<file path="src/rtl/cpu_sequencer.sv">
// Phase sequencer for the multicycle MIPS-subset CPU: fetch, decode, execute
// handshake and vectored exception entry with configurable memory latency.
module cpu_sequencer #(
    parameter int unsigned MEM_WAIT = 1,
    parameter int unsigned N_EXC    = 2,
    parameter logic [7:0]  VEC_BASE = 8'd253,
    localparam int unsigned CAUSE_W = $clog2(N_EXC + 1)
) (
    input  logic               clk,
    input  logic               reset,
    input  logic [5:0]         opcode,
    input  logic [5:0]         funct,
    input  logic               exec_done,
    input  logic [N_EXC-1:0]   exc_req,
    output logic               pc_write,
    output logic [1:0]         pc_src,
    output logic               ir_write,
    output logic               ab_write,
    output logic               epc_write,
    output logic [1:0]         mem_addr_sel,
    output logic [7:0]         vec_addr,
    output logic               exec_start,
    output logic [2:0]         exec_class,
    output logic [CAUSE_W-1:0] exc_cause,
    output logic               reset_out
);

    localparam int unsigned CNT_W = (MEM_WAIT > 0) ? $clog2(MEM_WAIT + 1) : 1;
    localparam logic [CNT_W-1:0] CNT_LAST = CNT_W'(MEM_WAIT);

    localparam logic [2:0] CLS_R_ALU = 3'd0;
    localparam logic [2:0] CLS_I_ALU = 3'd1;
    localparam logic [2:0] CLS_BR    = 3'd2;
    localparam logic [2:0] CLS_LOAD  = 3'd3;
    localparam logic [2:0] CLS_STORE = 3'd4;
    localparam logic [2:0] CLS_JUMP  = 3'd5;
    localparam logic [2:0] CLS_MDIV  = 3'd6;
    localparam logic [2:0] CLS_SPEC  = 3'd7;

    typedef enum logic [2:0] {
        S_RESET,
        S_FETCH,
        S_DECODE,
        S_EXEC,
        S_EXC_SAVE,
        S_EXC_VEC
    } state_t;

    state_t             state, state_nxt;
    logic [CNT_W-1:0]   cnt, cnt_nxt;
    logic [2:0]         class_nxt;
    logic [CAUSE_W-1:0] cause_nxt;
    logic [CAUSE_W-1:0] req_cause;
    logic               nxt_last;
    logic [3:0]         dec;

    // Returns {legal, exec_class} for the instruction in IR.
    function automatic logic [3:0] decode(input logic [5:0] op, input logic [5:0] fn);
        logic [3:0] r;
        r = 4'b0;
        case (op)
            6'h00: begin
                case (fn)
                    6'h20, 6'h24, 6'h00, 6'h04, 6'h2A,
                    6'h03, 6'h07, 6'h02, 6'h22:        r = {1'b1, CLS_R_ALU};
                    6'h1A, 6'h18:                      r = {1'b1, CLS_MDIV};
                    6'h08, 6'h10, 6'h12, 6'h0D,
                    6'h13, 6'h05:                      r = {1'b1, CLS_SPEC};
                    default:                           r = 4'b0;
                endcase
            end
            6'h08, 6'h09, 6'h0A, 6'h0F:                r = {1'b1, CLS_I_ALU};
            6'h04, 6'h05, 6'h06, 6'h07, 6'h01:         r = {1'b1, CLS_BR};
            6'h20, 6'h21, 6'h23:                       r = {1'b1, CLS_LOAD};
            6'h28, 6'h29, 6'h2B:                       r = {1'b1, CLS_STORE};
            6'h02, 6'h03:                              r = {1'b1, CLS_JUMP};
            default:                                   r = 4'b0;
        endcase
        return r;
    endfunction

    assign dec = decode(opcode, funct);

    // Lowest-index pending exception request wins; cause is index+1.
    always_comb begin
        req_cause = '0;
        for (int k = int'(N_EXC) - 1; k >= 0; k--) begin
            if (exc_req[k]) begin
                req_cause = CAUSE_W'(k + 1);
            end
        end
    end

    // Next state, wait counter and latched decode/cause values.
    always_comb begin
        state_nxt = state;
        cnt_nxt   = '0;
        class_nxt = exec_class;
        cause_nxt = exc_cause;
        case (state)
            S_RESET: state_nxt = S_FETCH;
            S_FETCH: begin
                if (cnt == CNT_LAST) begin
                    state_nxt = S_DECODE;
                end else begin
                    cnt_nxt = cnt + CNT_W'(1);
                end
            end
            S_DECODE: begin
                class_nxt = dec[2:0];
                if (dec[3]) begin
                    state_nxt = S_EXEC;
                end else begin
                    cause_nxt = '0;
                    state_nxt = S_EXC_SAVE;
                end
            end
            S_EXEC: begin
                if (|exc_req) begin
                    cause_nxt = req_cause;
                    state_nxt = S_EXC_SAVE;
                end else if (exec_done) begin
                    state_nxt = S_FETCH;
                end
            end
            S_EXC_SAVE: state_nxt = S_EXC_VEC;
            S_EXC_VEC: begin
                if (cnt == CNT_LAST) begin
                    state_nxt = S_FETCH;
                end else begin
                    cnt_nxt = cnt + CNT_W'(1);
                end
            end
            default: state_nxt = S_RESET;
        endcase
    end

    assign nxt_last = (cnt_nxt == CNT_LAST);

    // State register with outputs decoded from the upcoming state and count.
    always_ff @(posedge clk or posedge reset) begin
        if (reset) begin
            state        <= S_RESET;
            cnt          <= '0;
            exec_class   <= '0;
            exc_cause    <= '0;
            vec_addr     <= '0;
            pc_write     <= 1'b0;
            pc_src       <= 2'd0;
            ir_write     <= 1'b0;
            ab_write     <= 1'b0;
            epc_write    <= 1'b0;
            mem_addr_sel <= 2'd0;
            exec_start   <= 1'b0;
            reset_out    <= 1'b1;
        end else begin
            state      <= state_nxt;
            cnt        <= cnt_nxt;
            exec_class <= class_nxt;
            exc_cause  <= cause_nxt;
            if (state_nxt == S_EXC_SAVE) begin
                vec_addr <= VEC_BASE + 8'(cause_nxt);
            end
            reset_out    <= (state_nxt == S_RESET);
            ir_write     <= (state_nxt == S_FETCH) && nxt_last;
            pc_write     <= ((state_nxt == S_FETCH) || (state_nxt == S_EXC_VEC)) && nxt_last;
            pc_src       <= ((state_nxt == S_EXC_VEC) && nxt_last) ? 2'd1 : 2'd0;
            ab_write     <= (state_nxt == S_DECODE);
            epc_write    <= (state_nxt == S_EXC_SAVE);
            mem_addr_sel <= (state_nxt == S_EXC_VEC) ? 2'd2 : 2'd0;
            exec_start   <= (state_nxt == S_EXEC) && (state == S_DECODE);
        end
    end

endmodule

</file>
<file path="config.mk">
export PLATFORM = sky130hd
export DESIGN_NAME = cpu_sequencer
export DESIGN_NICKNAME = d
export VERILOG_FILES = /design/src/rtl/cpu_sequencer.sv
export SDC_FILE = /design/constraint.sdc
export NUM_CORES = 1
export LEC_CHECK = 0
export ABC_AREA = 0
export CAP_MARGIN = 25
export CORE_MARGIN = 2
export CORE_UTILIZATION = 54
export DETAILED_ROUTE_END_ITERATION = 10
export DONT_BUFFER_PORTS = 1
export PLACE_DENSITY_LB_ADDON = 0.12
export SLEW_MARGIN = 30
export SYNTH_ARGS = -nofsm -noshare
export SYNTH_HDL_FRONTEND = slang
export SYNTH_SLANG_ARGS = --single-unit
</file>
<file path="constraint.sdc">
create_clock -name clk -period 3.1 [get_ports clk]
set_input_delay 0.62 -clock clk [delete_from_list [all_inputs] [get_ports clk]]
set_output_delay 0.62 -clock clk [all_outputs]
set_load 0.02 [all_outputs]
</file>
==> impl_metrics.toml <==
[routing]
vias_per_cell = 6.23
drt_iter0_markers = 17
route.final.wire_length_mm = 2.54
antenna_left = 0
drt_first_pass_iters = 4
detailroute.via_count = 1009
drcViolationCount = 0
routedWlPerCell_microns = 15.7

[synthesis]
synthesis.yosys.warnings = 0
synth_top_cell_area_share = 0.368
synth_enable_flop_cells = 0
synth.most_common_cell = "sky130_fd_sc_hd__dfrtp_1"
synth_common_cells = "19 x sky130_fd_sc_hd__dfrtp_1, 10 x sky130_fd_sc_hd__nor2_1, 9 x sky130_fd_sc_hd__inv_1, 9 x sky130_fd_sc_hd__nand2_1"
synth_area_leaders = "sky130_fd_sc_hd__dfrtp_1 37%, sky130_fd_sc_hd__buf_4 4.6%, sky130_fd_sc_hd__nand2b_1 3.4%"
asyncSetResetFlopFracSynth = 1.00
netlist_area_sq_um = 1290
synth.distinct_cells = 50
yosys_register_bits = 20
yosysSeqAreaShare = 0.388
syn_inst = 141
synth_top_cell_by_area = "sky130_fd_sc_hd__dfrtp_1"
syn_area_per_cell_sq_um = 9.18
synth_ff_type = "sky130_fd_sc_hd__dfrtp_1"

[clock_tree]
cts_htree_levels = 1
tritoncts_clock_tree = "yes"
post_cts_buffers = 0
post_cts.resized_instances = 0
clk_pin_slew_worst_paths_ns = 0.11
clock_buffer_depth = 2
postCtsHoldBufs = 0
clock_sinks = 20
clk_latency_ns = 0.30
numCtsBuffers = 3
clk_root_buf = "sky130_fd_sc_hd__clkbuf_4"

[timing]
tightestPinTransition_ns = 0.726
setup_tns_ns = 0
final-hold-violation-count = 0
fin_crit_period_ns = 2.27
timing.clock.skew_ns = 0.00244
rsz0062_at_grt = "no"
max_freq_ghz = 0.441
drv_slew = 0
finalWorstSetupSlack_ns = 0.834
report.final.setup_viol = 0
slew_headroom = 0.515
period_share = 0.731

[cells_and_area]
multi_input_comb_area_sq_um = 668
layout-drive-gt1-share = 0.112
layout.filler_cells = 208
num-nets-final = 153
antenna_cells_inserted = 0
areaGrowthSynthToFinish_pct = -0.581
register_area_sq_um = 502

[grt]
gr-usage-all-layers = 0.203
grt_pass1_vias = 915
sum_of_overflow_across_all_layers_after_global_routing = 0
number_of_antenna_violations_at_the_first_check_in_global_routing = 0
largest_net_degree_at_the_start_of_global_routing = 21
grt_first_pass_wirelength_mm = 4.08

[floorplanning]
top_level_ports = 40
floorplan.rows = 17
die_height_microns = 52.9
dieArea_sq_um = 2800
core_sq_um = 2230
initial_core_util = 0.579
die_x_extent_microns = 52.9

[setup_path]
timing.critical_path.from_type = "primary input"
critical_path_class = "primary input to register"
r2r_end = "vec_addr[6]"
critical_path.max_stage_delay_ns = 0.37
crit-reg2reg-launch = "state[0]"
worst_path_maximum_fanout = 8
timing.reg2reg.setup_slack_ns = 1.04
crit_chain = "or3_1 > or2_1 > a221oi_2 > o21ai_4 > o21ai_0 > ha_1 > inv_1 > o31a_1"
r2r.worst_path.cells = 6
worstSetupEndpointType = "register"
cpMaxStageDelayCell = "sky130_fd_sc_hd__or3_1"
timing.critical_path.arrival_ns = 2.46
worst_ep_required_time_ns = 3.29

[power]
vdd_drop_max_v = 0.000382
cellLeakagePower_nw = 0.540
power.density_nw_per_um2 = 739

[placement]
detailedPlace.worstSlack_ns = 0.513
detailedPlacementHpwl_mm = 1.98
buffer_ports.inserted = 0
place.gp.congestion = 0.818

[run_status]
outcome = "complete, no violations"

[min_path]
timing.hold.worst.class = "primary input to async pin"

[flow_run]
maxCapViolations = 0
[cells by family (layout without fill, tap and decap cells)]
family,after synthesis,after routing,synth area share
adders and majority gates,2,2,0.0174
buffers and inverters,23,15,0.0986
other,1,2,0.00290
DFF,20,20,0.388
muxes,2,2,0.0155
xor gates and xnor gates,1,1,0.00677
AOI/OAI and AO/OA,39,39,0.231
and+or+nand+nor,53,53,0.240
[cell type report]
cell class,count,share of cell area
multi-input combinational,99,0.519
sequential,20,0.390
clock buffer,4,0.0282
timing repair buffer,1,0.00584
inverter,10,0.0292
tap,28,0.0272
[where the power goes]
group / switching [mW] / internal [mW] / total, mW
Clock: 0.0759 / 0.0716 / 0.148
Sequential: 0.153 / 0.352 / 0.505
Combinational: 0.189 / 0.109 / 0.297
[worst max path at each step]
stage | cells past startpoint | slack, ns | from | endpoint
global placement | 8 | 0.60 | opcode[0] | vec_addr[6]
detailed placement | 8 | 0.51 | opcode[0] | vec_addr[6]
CTS | 8 | 0.83 | opcode[0] | vec_addr[6]
floorplan | 9 | 0.57 | opcode[0] | vec_addr[6]
global route | 8 | 0.74 | opcode[0] | vec_addr[6]
finish | 8 | 0.83 | opcode[0] | vec_addr[6]
[per-stage QoR]
step	std cells	total power [mW]	util	instance area (sq um)	hold WS (ns)
2_1_floorplan	142	0.792	-	1300	0.446
3_3_place_gp	158	0.801	0.560	1250	0.472
3_5_place_dp	158	0.809	0.560	1250	0.476
4_1_cts	162	0.956	0.576	1290	0.339
5_1_grt	162	1.02	0.576	1290	0.373
6_report	162	0.950	0.576	1290	0.320
[cells in the final DEF, fill, tap and decap left out, drive strengths merged, types with 2 or more instances in the layout]
cell / instances
nor2b: 3
or3: 3
nand3b: 3
nand2: 9
and2: 2
o21ai: 9
nor3: 4
a22o: 3
nor2: 10
inv: 10
a211oi: 2
clkbuf: 4
dfrtp: 19
o31ai: 3
a31oi: 3
nor3b: 2
o211ai: 2
mux2i: 2
a21oi: 9
conb: 2
nand2b: 7
[worst max-delay path, delay by kind of cell]
kind / cells / cell delay, ns
AOI/OAI and AO/OA: 4 / 0.98
adders and majority gates: 1 / 0.19
and+or+nand+nor: 2 / 0.63
buffers and inverters: 1 / 0.04
[state kept, by name, indices dropped and copies added (netlist names)]
| signal | flops |
|---|---|
| exc_cause | 2 |
| state | 3 |
| ab_write | 1 |
| vec_addr | 3 |
| reset_out | 1 |
| pc_write | 1 |
| mem_addr_sel | 1 |
| epc_write | 1 |
| pc_src | 1 |
| exec_class | 3 |
| cnt | 1 |
| exec_start | 1 |
| ir_write | 1 |
[metal layers]
metal / global-route usage / part of all wire / wire length [microns]
met4: 0.107 / 0.024 / 60
met1: 0.222 / 0.40 / 1030
met3: 0.0339 / 0.053 / 135
met2: 0.369 / 0.52 / 1320
met5: 0 / 0 / 0
Power figures use the tool's default switching activity.
